`src/rtl/jtcps_dtack.sv`:
```
// jtcps_dtack -- DTACKn generator for a 68000-class CPU on SDRAM-backed CPS boards.
//
// Each of the CH chip-select channels has a minimum wait, counted in cen ticks,
// and its own SDRAM ready line. When a channel's wait has elapsed but its data
// is not ready yet, the extra clk ticks are added to a frame-scoped delay
// counter (fail_cnt). While fail_cnt is non-zero, later bus cycles on channels
// with a non-zero wait can acknowledge one cen tick early. Each early
// acknowledge pays back one tick of the accumulated delay.
//
// Optional build macro: JTCPS_DTACK_RECOVER_EN
//   defined   -> the early-acknowledge recovery path is built
//   undefined -> no recovery; fail_cnt only counts up and is cleared by frame
//
// Ports:
//   rst        async reset, active-high
//   clk        system clock
//   cen        CPU phi1 clock enable (advances the wait counter)
//   ASn        CPU address strobe, active-low
//   cs[CH]     registered chip selects, valid from the 2nd clk after ASn falls
//   ok[CH]     per-channel SDRAM data ready
//   frame      one-clk pulse at frame start
//   DTACKn     data acknowledge to the CPU (registered)
//   busy       some selected channel is not ready (based on registered ok)
//   fail_cnt   accumulated delay in clk ticks
//   last_fail  fail_cnt captured at the last frame pulse
//   ovf        sticky flag: fail_cnt saturated during the current frame

module jtcps_dtack #(
  parameter int                 CH   = 4,
  parameter int                 WW   = 3,
  parameter int                 FW   = 16,
  parameter logic [CH*WW-1:0]   WAIT = 12'h092
) (
  input  logic          rst,
  input  logic          clk,
  input  logic          cen,
  input  logic          ASn,
  input  logic [CH-1:0] cs,
  input  logic [CH-1:0] ok,
  input  logic          frame,
  output logic          DTACKn,
  output logic          busy,
  output logic [FW-1:0] fail_cnt,
  output logic [FW-1:0] last_fail,
  output logic          ovf
);

  localparam logic [WW-1:0] CMAX = '1;
  localparam logic [FW-1:0] FMAX = '1;

  logic [CH-1:0] ok_r;
  logic          last_ASn;
  logic [WW-1:0] cnt;
  logic [WW-1:0] w;
  logic          edge_clk, active, met, inc, recover;

  // The first clk with ASn low is spent on the edge. cs is not valid yet.
  assign edge_clk = ~ASn & last_ASn;
  assign active   = ~ASn & ~last_ASn;

  // Descending scan, so the lowest set chip select decides the wait
  always_comb begin
    w = '0;
    for (int i = CH-1; i >= 0; i--)
      if (cs[i]) w = WAIT[i*WW +: WW];
  end

  assign busy = |(cs & ~ok_r);
  assign met  = cnt >= w;
  assign inc  = active && (|cs) && DTACKn && met && busy;

`ifdef JTCPS_DTACK_RECOVER_EN
  // Acknowledge one cen tick early to pay back accumulated lateness. DTACKn
  // then stays low until ASn rises, so this fires at most once per bus cycle.
  assign recover = active && (|cs) && DTACKn && !busy && !met &&
                   (fail_cnt != '0) && (w != '0) && (cnt == w - 1'b1);
`else
  assign recover = 1'b0;
`endif

  always_ff @(posedge clk or posedge rst) begin
    if (rst) begin
      ok_r     <= '0;
      last_ASn <= 1'b1;
    end else begin
      ok_r     <= ok;
      last_ASn <= ASn;
    end
  end

  // Wait counter: counts cen ticks inside a bus cycle and saturates
  always_ff @(posedge clk or posedge rst) begin
    if (rst)                      cnt <= '0;
    else if (ASn || edge_clk)     cnt <= '0;
    else if (cen && cnt != CMAX)  cnt <= cnt + 1'b1;
  end

  always_ff @(posedge clk or posedge rst) begin
    if (rst)                           DTACKn <= 1'b1;
    else if (ASn || edge_clk)          DTACKn <= 1'b1;
    else if (cs == '0)                 DTACKn <= 1'b0;  // unmapped access, acknowledge at once
    else if (DTACKn && ((!busy && met) || recover))
                                       DTACKn <= 1'b0;
  end

  // Delay statistics. The frame pulse wins over a same-clk update.
  always_ff @(posedge clk or posedge rst) begin
    if (rst) begin
      fail_cnt  <= '0;
      last_fail <= '0;
      ovf       <= 1'b0;
    end else if (frame) begin
      last_fail <= fail_cnt;
      fail_cnt  <= '0;
      ovf       <= 1'b0;
    end else if (inc) begin
      if (fail_cnt != FMAX) fail_cnt <= fail_cnt + 1'b1;
      // Flag as soon as the counter reaches its ceiling
      if (fail_cnt == FMAX || fail_cnt == FMAX - 1'b1) ovf <= 1'b1;
    end else if (recover) begin
      fail_cnt <= fail_cnt - 1'b1;
    end
  end

endmodule

```
`config.mk`:
```
export PLATFORM = sky130hd
export DESIGN_NAME = jtcps_dtack
export DESIGN_NICKNAME = d
export VERILOG_FILES = /design/src/rtl/jtcps_dtack.sv
export SDC_FILE = /design/constraint.sdc
export NUM_CORES = 1
export LEC_CHECK = 0
export ABC_CLOCK_PERIOD_IN_PS = 2200
export CELL_PAD_IN_SITES_DETAIL_PLACEMENT = 0
export CELL_PAD_IN_SITES_GLOBAL_PLACEMENT = 1
export CORE_MARGIN = 3
export CORE_UTILIZATION = 38
export CTS_CLUSTER_SIZE = 20
export DETAILED_ROUTE_END_ITERATION = 16
export GPL_TIMING_DRIVEN = 0
export PLACE_DENSITY = 0.9
export SYNTH_ARGS = -nofsm -noshare
export SYNTH_HDL_FRONTEND = slang
export SYNTH_SLANG_ARGS = --single-unit
```
`constraint.sdc`:
```
create_clock -name clk -period 2.2 [get_ports clk]
set_input_delay 0.44 -clock clk [delete_from_list [all_inputs] [get_ports clk]]
set_output_delay 0.44 -clock clk [all_outputs]
set_load 0.02 [all_outputs]
```
==> impl_metrics.sql, run 1 <==
INSERT INTO impl_metrics (metric_group, metric, value, unit) VALUES
('floorplanning', 'floorplan.rows', '25', ''),
('logic_synthesis', 'yosys.area.top_type_share', '51.0', '%'),
('cts', 'cts_root_buf', 'sky130_fd_sc_hd__clkbuf_8', ''),
('critical_path', 'critical-path-top-delay-family', 'simple AND/OR/NAND/NOR gates', ''),
('sta', 'grt_setup_unrepaired', 'yes', ''),
('sta', 'worst_hold_slack', '488', 'ps'),
('sta', 'worst_slew_margin_rel', '41.4', '%'),
('floorplanning', 'die_height', '77.9', 'um'),
('sta', 'tightest_slew', '877', 'ps'),
('final_layout', 'antenna-diode-count', '0', ''),
('global_routing', 'number_of_global_route_vias_before_repair', '1602', ''),
('global_routing', 'grtUsageTotal', '15.6', '%'),
('route', 'drt_wl_total', '4430', 'um'),
('placement', 'place.detailed.instances', '287', ''),
('run_status', 'outcome', 'complete, no violations', ''),
('critical_path', 'path_cells', 'buf_2, or3_4, ha_1, nor2b_4, o21ai_4, buf_6, or4_4, xnor2_2, nor2_1', ''),
('sta', 'timing.final.max_slew_violations', '0', ''),
('global_routing', 'grt_first_pass_wirelength', '7490', 'um'),
('cts', 'hold_buffers', '0', ''),
('logic_synthesis', 'asr_flop_ratio_synth', '100', '%'),
('final_layout', 'fillCellCount', '437', ''),
('flow_run', 'max_cap_violations', '0', ''),
('cts', 'worst_skew_pair.late_latency', '300', 'ps'),
('critical_path', 'worstPathMaxFanout', '3', ''),
('logic_synthesis', 'yosys.area.top_type', 'sky130_fd_sc_hd__dfrtp_1', ''),
('global_routing', 'grt_antenna_before_repair', '0', ''),
('logic_synthesis', 'synth_most_common_cell', 'sky130_fd_sc_hd__dfrtp_1', ''),
('global_routing', 'grt_start_max_net_pins', '43', ''),
('floorplanning', 'floorplan.io_pins', '48', ''),
('cts', 'clock_tree_buf_depth', '2', ''),
('worst_hold_path', 'worst_hold_path_type', 'reg -> reg', ''),
('final_layout', 'layout.cells.non_filler', '299', ''),
('route', 'first_pass_iters', '4', ''),
('floorplanning', 'die-width', '77.9', 'um'),
('cts', 'tritoncts_clock_tree', 'done', ''),
('floorplanning', 'design.die.area', '6070', 'um2'),
('logic_synthesis', 'postSynthNetCount', '192', ''),
('logic_synthesis', 'cell_count_after_synthesis', '174', ''),
('logic_synthesis', 'synth_enable_flop_cells', '0', ''),
('logic_synthesis', 'number_of_flip_flops_and_latches_in_the_synthesized_netlist', '42', ''),
('route', 'vias', '1540', ''),
('sta', 'finalSetupViolations', '0', ''),
('power_and_ir_drop', 'power_density', '526', 'nW/um2'),
('sta', 'final.setup_skew', '7.08', 'ps'),
('route', 'route.detailed.drc', '0', ''),
('logic_synthesis', 'ys_top_cells_by_count', 'sky130_fd_sc_hd__dfrtp_1 (40), sky130_fd_sc_hd__nor2_1 (19), sky130_fd_sc_hd__mux2_1 (14)', ''),
('cts', 'cts_sinks', '42', ''),
('critical_path', 'timing.critical_path.required', '2370', 'ps'),
('sta', 'finalCritPeriodShare', '97.8', '%'),
('power_and_ir_drop', 'p_leak', '1.16', 'nW'),
('final_layout', 'finalNetCount', '249', ''),
('placement', 'detailed_place_hpwl', '3060', 'um'),
('placement', 'input_output_buffers', '46', ''),
('sta', 'achievable-frequency', '0.465', 'GHz'),
('final_layout', 'fraction_of_final_layout_cells_sized_beyond_drive_strength_1', '16.4', '%'),
('final_layout', 'synthToLayoutAreaGrowth', '38.6', '%'),
('logic_synthesis', 'combined_area_of_all_synthesized_cells', '1960', 'um2'),
('sta', 'timing.final.hold_violations', '0', ''),
('route', 'violation_count_after_the_first_detailed_route_iteration', '54', ''),
('critical_path', 'setup.worst_path.start_class', 'primary input', ''),
('route', 'detail_route.wl_per_cell', '14.8', 'um'),
('logic_synthesis', 'avgSynthCellArea', '11.3', 'um2'),
('floorplanning', 'starting_utilization_of_the_core_area', '40.5', '%'),
('cts', 'cts_made_buffers', '5', ''),
('floorplanning', 'core_area', '4850', 'um2'),
('global_routing', 'global_route.overflow_total', '0', ''),
('critical_path', 'timing.setup.critical_path_class', 'in -> reg', ''),
('placement', 'gp_congestion', '0.756', ''),
('logic_synthesis', 'synth_top_flop_cell', 'sky130_fd_sc_hd__dfrtp_1', ''),
('critical_path', 'critical_path_cell_with_the_highest_stage_delay', 'sky130_fd_sc_hd__or4_4', ''),
('logic_synthesis', 'synth.top_cells.by_area', 'sky130_fd_sc_hd__dfrtp_1 (51%), sky130_fd_sc_hd__mux2_1 (8.0%), sky130_fd_sc_hd__xnor2_1 (5.4%)', '');
[timing repair]
| action | 4_1_cts | 5_1_grt |
|---|---|---|
| gates resized for setup | 17 | 11 |
| setup endpoints to repair | 18 | 7 |
| buffers inserted | 3 | 1 |
| pin swaps | 6 | 6 |
[through the flow]
step | instance area [um2] | setup slack (ps) | utilization [%] | total power (W) | TNS, ps
6_report | 2720 | 49.4 | 56.2 | 0.00143 | 0
3_3_place_gp | 2530 | -729 | 52.2 | 0.000917 | -13540
3_5_place_dp | 2530 | -743 | 52.2 | 0.000920 | -9090
5_1_grt | 2720 | -5.94 | 56.2 | 0.00149 | -12.3
4_1_cts | 2660 | -27.3 | 54.9 | 0.00144 | -27.3
2_1_floorplan | 1980 | -48.0 | - | 0.000868 | -149
[metal layers]
metal	wire [um]	track usage [%]	up-vias
met3	186	3.94	4
met1	2140	19.7	748
li1	-	-	743
met4	46	5.24	0
met5	0	0	-
met2	2060	26.0	45
[worst paths after layout]
path	endpoint	slack (ps)	cells after the start	from
worst max-delay path	fail_cnt[12]$_DFFE_PP0P_	50	9	cs[2]
worst min-delay path	last_fail[5]$_DFFE_PP0P_	490	1	last_fail[5]$_DFFE_PP0P_
worst max register to register	fail_cnt[13]$_DFFE_PP0P_	190	6	fail_cnt[0]$_DFFE_PP0P_
worst min register to register	last_fail[5]$_DFFE_PP0P_	490	1	last_fail[5]$_DFFE_PP0P_
max in group asynchronous	fail_cnt[14]$_DFFE_PP0P_	1010	2	rst
min in group asynchronous	ok_r[0]$_DFF_PP0_	650	2	rst
[cells in the final DEF (no fill, tap or decap), types with 2 or more instances in the layout]
cell / synthesis / layout
sky130_fd_sc_hd__clkbuf_8: 0 / 6
sky130_fd_sc_hd__nand3_1: 5 / 5
sky130_fd_sc_hd__dfstp_2: 2 / 2
sky130_fd_sc_hd__inv_1: 5 / 4
sky130_fd_sc_hd__buf_6: 0 / 2
sky130_fd_sc_hd__clkbuf_1: 5 / 5
sky130_fd_sc_hd__buf_2: 1 / 3
sky130_fd_sc_hd__nor2b_1: 4 / 3
sky130_fd_sc_hd__mux2_1: 14 / 14
sky130_fd_sc_hd__nand2_1: 2 / 2
sky130_fd_sc_hd__or3_4: 1 / 2
sky130_fd_sc_hd__and4_1: 2 / 2
sky130_fd_sc_hd__ha_1: 5 / 5
sky130_fd_sc_hd__nor2_1: 19 / 19
sky130_fd_sc_hd__or4_4: 0 / 2
sky130_fd_sc_hd__xnor2_1: 12 / 11
sky130_fd_sc_hd__nor3_1: 8 / 5
sky130_fd_sc_hd__mux2_2: 4 / 4
sky130_fd_sc_hd__dfrtp_1: 40 / 40
sky130_fd_sc_hd__and3_1: 3 / 3
sky130_fd_sc_hd__a21oi_1: 5 / 4
sky130_fd_sc_hd__nor3_2: 0 / 2
sky130_fd_sc_hd__clkdlybuf4s50_1: 0 / 42
sky130_fd_sc_hd__buf_4: 0 / 3
sky130_fd_sc_hd__nor4_1: 7 / 7
sky130_fd_sc_hd__nand2b_1: 5 / 5
sky130_fd_sc_hd__o211ai_1: 2 / 2
sky130_fd_sc_hd__nand4_1: 7 / 7
[registers in the layout, indices dropped and copies added (netlist names)]
| register | cells |
|---|---|
| fail_cnt | 16 |
| last_fail | 16 |
| ok_r | 4 |
| cnt | 3 |
| DTACKn | 1 |
| last_ASn | 1 |
| ovf | 1 |
[cells by family after synthesis]
group | share of synthesized area [%]
xor+xnor | 5.35
flops | 53.6
simple gates | 20.0
buf+inv | 2.36
fa+ha+maj | 3.18
compound gates | 4.65
mux | 10.8
[power by group]
| part | internal, W | total, W | leakage [nW] | switching [W] |
|---|---|---|---|---|
| Clock | 0.000253 | 0.000521 | 0.0482 | 0.000268 |
| Sequential | 0.000782 | 0.000789 | 0.570 | 0.00000687 |
| Combinational | 0.0000510 | 0.000122 | 0.544 | 0.0000710 |
| Total | 0.00109 | 0.00143 | 1.16 | 0.000346 |
[cell type report]
cell class	count	area, um2	share of cell area [%]
clock inverters	1	5.00	0.184
inverters	5	18.8	0.689
flip-flops and latches	42	1050	38.7
plain buffers	7	31.3	1.15
clock buffers	7	86.3	3.17
repair buffers	50	488	17.9
multi-input cells	120	956	35.1
well taps	67	83.8	3.08
Power figures use the tool's default switching activity.
==> inputs of run 2 (changes only) <==
ABC_CLOCK_PERIOD_IN_PS = 2700   (was 2200)
CORE_UTILIZATION = 40   (was 38)
PLACE_DENSITY = 0.93   (was 0.9)
SETUP_SLACK_MARGIN = 0.1   (was not set)
clock period = 2.7 ns   (was 2.2 ns; I/O delays follow)
==> run 2 against run 1 <==
  * Flip-flop and latch count did not move
  * Worst hold slack lost 1.9 ps
  * Setup slack better by 200 ps
  * Critical path depth shrank 1
  * First-iteration DRC count increased by 9.3%
  * Sequential share of layout area grew 0.61 points
  * Die area down 4.6%
  * Clock skew grew 0.93 ps
  * Count of clock-buffer cells in the layout fell by 2
  * Largest cell class unchanged
  * Highest routed layer unchanged
==> impl_metrics.sql, run 2 (synthesis results as in run 1) <==
INSERT INTO impl_metrics (metric_group, metric, value, unit) VALUES
('run_status', 'outcome', 'complete, no violations', ''),
('placement', 'placedInstanceArea', '2510', 'um2'),
('critical_path', 'timing.setup.critical_path_class', 'in -> reg', ''),
('placement', 'gp_congestion', '0.774', ''),
('placement', 'detailed_place_hpwl', '2970', 'um'),
('route', 'route.antenna.remaining_nets', '0', ''),
('sta', 'tightest_slew', '850', 'ps'),
('route', 'first_pass_iters', '4', ''),
('final_layout', 'largestRegisters', 'fail_cnt x16, last_fail x16, ok_r x4', ''),
('cts', 'tritoncts_clock_tree', 'done', ''),
('sta', 'worst_slew_margin_rel', '43.3', '%'),
('critical_path', 'setup.worst_path.start_class', 'primary input', ''),
('floorplanning', 'floorplan.io_pins', '48', ''),
('sta', 'grt_setup_unrepaired', 'no', ''),
('global_routing', 'grtUsageTotal', '15.3', '%'),
('floorplanning', 'core_area', '4530', 'um2'),
('sta', 'achievable-frequency', '0.408', 'GHz'),
('cts', 'cts_max_level', '2', ''),
('critical_path', 'critical_path_cell_with_the_highest_stage_delay', 'sky130_fd_sc_hd__or4_1', ''),
('floorplanning', 'die_height', '76.1', 'um'),
('route', 'routed_via_density', '5.24', ''),
('sta', 'finalSetupViolations', '0', ''),
('route', 'vias', '1542', ''),
('cts', 'cts_sinks', '42', ''),
('placement', 'input_output_buffers', '46', ''),
('cts', 'clock_tree_buf_depth', '2', ''),
('route', 'detail_route.wl_per_cell', '14.4', 'um'),
('final_layout', 'layout.cells.most_common', 'sky130_fd_sc_hd__clkdlybuf4s50_1', ''),
('sta', 'timing.final.max_slew_violations', '0', ''),
('final_layout', 'antenna-diode-count', '0', ''),
('route', 'violation_count_after_the_first_detailed_route_iteration', '59', ''),
('route', 'drt_wl_total', '4230', 'um'),
('final_layout', 'multiInputGateArea', '892', 'um2'),
('worst_hold_path', 'worst_hold_path_type', 'reg -> reg', ''),
('global_routing', 'grt_first_pass_wirelength', '7230', 'um'),
('critical_path', 'worstPathArrival', '2680', 'ps'),
('cts', 'cts_root_buf', 'sky130_fd_sc_hd__clkbuf_8', ''),
('floorplanning', 'floorplan.rows', '24', ''),
('cts', 'cts_made_buffers', '5', ''),
('sta', 'timing.final.hold_violations', '0', ''),
('sta', 'final.setup_skew', '8.01', 'ps'),
('critical_path', 'slowest_stage_delay_on_critical_path', '480', 'ps'),
('floorplanning', 'starting_utilization_of_the_core_area', '43.3', '%'),
('global_routing', 'grt_antenna_before_repair', '0', ''),
('route', 'route.detailed.drc', '0', ''),
('critical_path', 'path_cells', 'dlygate4sd2_1, or3_1, ha_1, nor2b_4, o21ai_2, or3_4, or4_1, a21oi_1', ''),
('sta', 'setup_total_negative_slack', '0', 'ps'),
('final_layout', 'finalNetCount', '246', ''),
('critical_path', 'timing.critical_path.required', '2930', 'ps'),
('global_routing', 'number_of_global_route_vias_before_repair', '1546', ''),
('flow_run', 'max_cap_violations', '0', ''),
('global_routing', 'global_route.overflow_total', '0', ''),
('cts', 'worst_skew_pair.late_latency', '300', 'ps'),
('sta', 'finalCritPeriodShare', '90.8', '%'),
('final_layout', 'synthToLayoutAreaGrowth', '36.4', '%'),
('final_layout', 'fraction_of_final_layout_cells_sized_beyond_drive_strength_1', '10.5', '%'),
('final_layout', 'mostFrequentLayoutCells', 'sky130_fd_sc_hd__clkdlybuf4s50_1 (43), sky130_fd_sc_hd__dfrtp_1 (40), sky130_fd_sc_hd__nor2_1 (19)', ''),
('global_routing', 'grt_start_max_net_pins', '43', ''),
('critical_path', 'nature_of_the_critical_path_endpoint', 'flop', ''),
('power_and_ir_drop', 'power_density', '497', 'nW/um2'),
('cts', 'clk_pin_slew_worst_paths', '90', 'ps'),
('power_and_ir_drop', 'vdd_ir_drop_max', '0.291', 'mV'),
('floorplanning', 'design.die.area', '5790', 'um2'),
('sta', 'final_period_minus_worst_setup_slack', '2450', 'ps'),
('final_layout', 'final_design_area_no_fill', '2680', 'um2'),
('cts', 'hold_buffers', '0', ''),
('final_layout', 'fillCellCount', '401', ''),
('power_and_ir_drop', 'p_leak', '1.14', 'nW'),
('critical_path', 'worstPathMaxFanout', '4', ''),
('final_layout', 'seq_area', '1050', 'um2'),
('floorplanning', 'die-width', '76.1', 'um');
run 2: area by class of cell:
type	count	area share, %
multi-input cells	120	33.3
flip-flops and latches	42	39.3
well taps	65	3.03
clock inverters	3	2.57
clock buffers	5	2.57
plain buffers	7	1.07
inverters	5	0.700
repair buffers	47	17.5
run 2: final timing paths:
path | from | slack [ps] | to | depth (start not counted)
worst min register to register | last_fail[10]$_DFFE_PP0P_ | 490 | last_fail[10]$_DFFE_PP0P_ | 1
worst min-delay path | last_fail[10]$_DFFE_PP0P_ | 490 | last_fail[10]$_DFFE_PP0P_ | 1
max in group asynchronous | rst | 1430 | fail_cnt[14]$_DFFE_PP0P_ | 2
worst max register to register | fail_cnt[0]$_DFFE_PP0P_ | 480 | fail_cnt[3]$_DFFE_PP0P_ | 6
worst max-delay path | cs[2] | 250 | fail_cnt[15]$_DFFE_PP0P_ | 8
min in group asynchronous | rst | 730 | last_fail[8]$_DFFE_PP0P_ | 2
run 2: worst max-delay path: cells and delay by family:
kind	cells	cell delay, ps
simple gates	4	1380
compound gates	2	220
buf+inv	1	250
fa+ha+maj	1	280
run 2: where the power goes:
| group | total (W) | internal [W] | switching [W] |
|---|---|---|---|
| sequential | 0.000642 | 0.000637 | 0.00000529 |
| clock | 0.000597 | 0.000370 | 0.000227 |
| combinational | 0.0000928 | 0.0000388 | 0.0000540 |
run 2: stage by stage:
stage	cells	power (W)	worst slack [ps]	util [%]	hold slack, ps
after detailed placement	285	0.000746	-446	55.3	474
after global placement	285	0.000744	-437	55.3	466
final	294	0.00133	247	59.1	486
after global routing	294	0.00139	175	59.1	511
after CTS	294	0.00134	114	59.1	494
after floorplan	174	0.000705	216	-	538
run 2: layer usage:
| layer | vias up | wire, um | global-route usage [%] | share of wire (%) |
|---|---|---|---|---|
| met5 | - | 0 | 0 | 0 |
| met4 | 0 | 47 | 3.80 | 1.1 |
| met3 | 6 | 221 | 4.85 | 5.2 |
| met2 | 39 | 2050 | 25.3 | 48 |
| met1 | 766 | 1910 | 19.5 | 45 |
| li1 | 731 | - | - | - |
run 2: timing repair:
action,in CTS,in global routing
pin swaps,4,0
cloned,0,0
setup endpoints to repair,13,6
resized for setup,9,1
setup buffers,1,0
